### config.mk
export PLATFORM = sky130hd
export DESIGN_NAME = snes_pad_poller
export DESIGN_NICKNAME = d
export VERILOG_FILES = /design/src/rtl/snes_pad_pkg.sv /design/src/rtl/snes_pad_poller_sync_ff2.sv /design/src/rtl/snes_pad_poller.sv
export SDC_FILE = /design/constraint.sdc
export NUM_CORES = 1
export LEC_CHECK = 0
export CORE_MARGIN = 5
export CORE_UTILIZATION = 52
export CTS_CLUSTER_SIZE = 24
export DETAILED_ROUTE_END_ITERATION = 10
export HOLD_SLACK_MARGIN = 0.05
export PLACE_DENSITY = 0.74
export SYNTH_ARGS = -nofsm -noshare
export SYNTH_HDL_FRONTEND = slang
export SYNTH_SLANG_ARGS = --single-unit
### constraint.sdc
create_clock -name clk -period 2 [get_ports clk]
set_input_delay 0.2 -clock clk [delete_from_list [all_inputs] [get_ports clk]]
set_output_delay 0.2 -clock clk [all_outputs]
set_load 0.02 [all_outputs]
### src/rtl/snes_pad_pkg.sv
// Shared constants for the SNES pad poller: button bit positions, frame length and FSM encoding.
package snes_pad_pkg;

  localparam int SNES_BITS = 16;

  localparam int BTN_B      = 0;
  localparam int BTN_Y      = 1;
  localparam int BTN_SELECT = 2;
  localparam int BTN_START  = 3;
  localparam int BTN_UP     = 4;
  localparam int BTN_DOWN   = 5;
  localparam int BTN_LEFT   = 6;
  localparam int BTN_RIGHT  = 7;
  localparam int BTN_A      = 8;
  localparam int BTN_X      = 9;
  localparam int BTN_L      = 10;
  localparam int BTN_R      = 11;

  typedef enum logic [2:0] {
    IDLE  = 3'd0,
    LATCH = 3'd1,
    LOW   = 3'd2,
    HIGH  = 3'd3,
    DONE  = 3'd4
  } state_t;

endpackage

### src/rtl/snes_pad_poller_sync_ff2.sv
// Two-flop synchroniser; resets to 1 so the active-low pad line reads as released.
module sync_ff2 (
  input  logic clk,
  input  logic rst,
  input  logic d,
  output logic q
);

  logic meta;

  always_ff @(posedge clk) begin
    if (rst) begin
      meta <= 1'b1;
      q    <= 1'b1;
    end else begin
      meta <= d;
      q    <= meta;
    end
  end

endmodule

### src/rtl/snes_pad_poller.sv
// SNES pad initiator: periodic latch + 16 clocks, parallel active-high button word out.
// Optional SNES_ID_CHECK_EN: reject frames whose ID nibble (bits 15:12) is not all released.
module snes_pad_poller
  import snes_pad_pkg::*;
#(
  parameter int HALF_CYC = 300,
  parameter int POLL_CYC = 833333
) (
  input  logic        clk,
  input  logic        rst,
  input  logic        snes_data,
  output logic        snes_latch,
  output logic        snes_clk,
  output logic [11:0] snes_button,
  output logic        frame_done,
  output logic        present,
  output logic [2:0]  fsm_state
);

  localparam int PW = $clog2(POLL_CYC);
  localparam int TW = $clog2(2 * HALF_CYC);

  // Handshake: none; snes_button is valid whenever frame_done pulses and holds until the next pulse.

  logic [PW-1:0] poll_cnt;
  logic          strobe;
  logic          data_sync;
  state_t        state;
  logic [TW-1:0] timer;
  logic [3:0]    bit_cnt;
  logic [11:0]   shift;
`ifdef SNES_ID_CHECK_EN
  logic [3:0]    id_bits;
`endif

  assign strobe    = (poll_cnt == PW'(POLL_CYC - 1));
  assign fsm_state = state;

  sync_ff2 u_sync (
    .clk (clk),
    .rst (rst),
    .d   (snes_data),
    .q   (data_sync)
  );

  always_ff @(posedge clk) begin
    if (rst || strobe) poll_cnt <= '0;
    else               poll_cnt <= poll_cnt + 1'b1;
  end

  always_ff @(posedge clk) begin
    if (rst) begin
      state       <= IDLE;
      timer       <= '0;
      bit_cnt     <= '0;
      shift       <= '0;
`ifdef SNES_ID_CHECK_EN
      id_bits     <= '0;
`endif
      snes_latch  <= 1'b0;
      snes_clk    <= 1'b1;
      snes_button <= '0;
      frame_done  <= 1'b0;
      present     <= 1'b0;
    end else begin
      frame_done <= 1'b0;
      case (state)
        IDLE: begin
          if (strobe) begin
            state      <= LATCH;
            snes_latch <= 1'b1;
            timer      <= '0;
            bit_cnt    <= '0;
          end
        end
        LATCH: begin
          if (timer == TW'(2 * HALF_CYC - 1)) begin
            state      <= LOW;
            snes_latch <= 1'b0;
            snes_clk   <= 1'b0;
            timer      <= '0;
          end else begin
            timer <= timer + 1'b1;
          end
        end
        LOW: begin
          // Sample just before the rising pad clock; the pad shifts on that edge.
          if (timer == TW'(HALF_CYC - 1)) begin
            if (bit_cnt < 4'd12) shift[bit_cnt] <= ~data_sync;
`ifdef SNES_ID_CHECK_EN
            else                 id_bits[bit_cnt[1:0]] <= ~data_sync;
`endif
            state    <= HIGH;
            snes_clk <= 1'b1;
            timer    <= '0;
          end else begin
            timer <= timer + 1'b1;
          end
        end
        HIGH: begin
          if (timer == TW'(HALF_CYC - 1)) begin
            timer <= '0;
            if (bit_cnt == 4'(SNES_BITS - 1)) begin
              state      <= DONE;
              frame_done <= 1'b1;
`ifdef SNES_ID_CHECK_EN
              if (id_bits == 4'b0000) begin
                snes_button <= shift;
                present     <= 1'b1;
              end else begin
                snes_button <= '0;
                present     <= 1'b0;
              end
`else
              snes_button <= shift;
              present     <= 1'b1;
`endif
            end else begin
              state    <= LOW;
              snes_clk <= 1'b0;
              bit_cnt  <= bit_cnt + 1'b1;
            end
          end else begin
            timer <= timer + 1'b1;
          end
        end
        DONE:    state <= IDLE;
        default: state <= IDLE;
      endcase
    end
  end

endmodule

==> impl_results.md <==
- Worst R2R Start: timer[0]
- Startpoint types: flip-flop
- P&R area growth vs syn: 22.01%
- Clock Pin Slew Worst Setup and Hold Paths: 0.07 ns
- Power per Cell Area: 933.1 nW/um^2
- Pin count of the biggest net entering global routing: 25
- RD Place Congestion: 0.8269
- Sink of the worst hold path: u_sync.q
- Placement Rows: 27
- Io pins: 22
- Pre-CTS setup slack: 0.01406 ns
- # fillers: 485
- Final-report setup violation count: 0
- Nets: approximately 400
- # DRC: 0
- Finished Core Util: 65.95%
- CTS Sinks: 67
- Final wirelength: 6347 microns
- Chip Width: 86.12 microns
- First-pass GRT wire length: 10,820 microns
- Final Cell Area: 3676 sq um
- Drt pass-1 iters: 4
- GR Util All Layers: 18.21%
- Max Root-Sink Buffers: 2
- Final period util: 97.29%
- Layout cell share with drive strength beyond 1: 13.01%
- # diodes: 0
- R2r setup slk: 0.05 ns
- Worst R2R Path Depth: 6
- Highest Clock Rate: 0.5139 GHz
- Placed cell area: ~3400 sq um
- Critical Path End Type: flip-flop
- Max Slew Vio Count: 0
- Worst R2R End: snes_clk
- Worst Hold Class: flip-flop to flip-flop
- Post-Synthesis Cell Area: 3013 sq um
- Die H: 86.12 microns
- Ys flop type: dfxtp_1
- EDFF count, synth: 0
- Placed instance count: 447
- Drt via density: between 5 and 6
- Worst setup path class: flip-flop to flip-flop
- RSZ-0062 raised after global routing: yes
- Min cycle time layout: 1.946 ns
- Avg Inst Size Synth: about 8.6 sq um
- Ys Warns: 0
- CORE AREA: 5574 sq um
- P_leak: roughly 1.2 nW
- Non-Filler Instances: around 460
- Ranking of synthesized cells by area: dfxtp_1 (45%), nand2_1 (5.9%), nor2_1 (4.4%), a31oi_1 (4.2%), xnor2_1 (3.2%)
- Post-Synthesis Cells: between 300 and 400
- Leading area contributor after synthesis: dfxtp_1
- Hpwl dp: between 4000 and 5000 microns
- Count leader, synth: dfxtp_1
- Register area share after synthesis: around 45%
- Clk_lat worst skew: 0.35 ns
- Cts bufs inserted: 9
- Crit-path max FO: 3
- Port Buffers: 21
- Synthesized Nets: 360
- Final setup TNS: 0 ns
- Distinct cells, synth: 48
- Congestion Overflow GR: 0
- Hold Crit Start: u_sync.meta
- Setup Skew: 0.009446 ns
- Max_slew headroom: between 70 and 80%
- Req. time, crit path: ~2.2 ns
- Yosys top cell area share: 44.52%
- Htree depth: 3
- Async SR Flop Fraction: 0%
- Max_cap viols: 0
- Die area: 7417 sq um
- CTS tree: built
- Critical Path AT: around 2.2 ns
- Routed wire per std cell: roughly 14 microns
- Root buffer selected by CTS: clkbuf_8
- Vias: ~2,600
- Vias in the first global route: 2,464
- DR iter-0 viols: 217
- Seq cells post-synth: 67
- Synth cell count leaders: dfxtp_1 (67), nand2_1 (47), nor2_1 (35)
- Initial antenna violation count: 0
- Final number of hold-violating endpoints: 0
- Initial Util: 54.05%
- Worst-Margin Slew: 0.4108 ns
- Worst hold path depth: 1
- Worst vdd ir: 0.5705 mV
- Status: completed
- Fin worst setup slack: about 0.054 ns
- ANT nets after route: 0
-- state kept, by name, summed over array words and instances (netlist names) --
name / flops
snes_button: 12
u_sync.q: 1
present: 1
poll_cnt: 20
timer: 10
snes_clk: 1
snes_latch: 1
frame_done: 1
u_sync.meta: 1
bit_cnt: 4
shift: 12
fsm_state: 3
-- power by group --
group          leakage, nW  switching [mW]  internal (mW)
Combinational        0.559           0.426          0.316
Sequential           0.542          0.0422           1.39
Clock                0.110           0.518          0.743
Total                 1.21           0.986           2.44
-- worst max-delay path by stage --
stage | slack (ns) | cells past startpoint | from | to
3_3_place_gp | 0.10 | 6 | timer[0] | snes_clk
2_1_floorplan | 0.03 | 6 | timer[0] | snes_clk
5_1_grt | -0.03 | 6 | timer[0] | snes_clk
4_1_cts | 0.009 | 6 | timer[1] | snes_clk
3_5_place_dp | 0.01 | 7 | timer[1] | shift[6]
6_report | 0.05 | 6 | timer[0] | snes_clk
-- critical path, stage by stage (launching register included) --
cell	delay, ns
dfxtp_2	0.35
ha_4	0.15
and4bb_1	0.19
nand4b_1	0.23
o2bb2ai_2	0.21
or3_1	0.36
a221o_1	0.34
-- cell type report --
class,instances,area [sq um],area share [%]
timing repair buffer,41,380.4,10.35
multi-input combinational,256,1590,43.26
inverter,12,45.04,1.225
clock inverter,5,85.08,2.314
sequential,67,1344,36.56
tap,72,90.09,2.451
clock buffer,11,141.4,3.846
-- per-stage QoR --
| stage | total power [mW] | hold slack (ns) |
|---|---|---|
| after global placement | 2.113 | 0.3912 |
| final | 3.430 | 0.4134 |
| after detailed placement | 2.128 | 0.4007 |
| after global routing | 3.582 | 0.4372 |
| after floorplan | 1.868 | 0.3038 |
| after CTS | 3.412 | 0.4180 |
-- placed cells by master (no fill, tap or decap), types with 3 or more instances in the layout --
| cell type | n |
|---|---|
| a211oi_1 | 12 |
| a21oi_1 | 19 |
| a31oi_1 | 20 |
| and2_1 | 6 |
| and3_1 | 5 |
| buf_4 | 17 |
| clkbuf_8 | 10 |
| clkdlybuf4s50_1 | 21 |
| dfxtp_1 | 65 |
| ha_1 | 6 |
| inv_1 | 11 |
| nand2_1 | 47 |
| nand3_1 | 18 |
| nand3b_1 | 3 |
| nand4_1 | 5 |
| nor2_1 | 35 |
| nor2b_1 | 4 |
| nor3_1 | 8 |
| o21ai_0 | 5 |
| or2_2 | 3 |
| or3_1 | 10 |
| xnor2_1 | 11 |
| xor2_1 | 7 |
-- repair_timing --
item,in CTS,in global routing
buffers inserted,0,1
hold buffers,0,0
endpoints found under the setup margin,1,15
resized for setup,1,8
pin swaps,1,4
-- metal layers --
| metal | routed length, microns | global-route usage [%] |
|---|---|---|
| met5 | 0 | 0 |
| met4 | 197 | 12.09 |
| met3 | 249 | 3.650 |
| met2 | 2959 | 28.52 |
| met1 | 2940 | 22.53 |
-- logic make-up after synthesis --
group	after synthesis	synth area share, %
adders and majority gates	7	2.907
DFF	67	44.52
muxes	1	0.3322
AOI/OAI and AO/OA	63	13.50
xor gates and xnor gates	18	5.233
and+or+nand+nor	167	29.69
buffers and inverters	27	3.821
No activity file was read; power rests on OpenSTA's default activity.
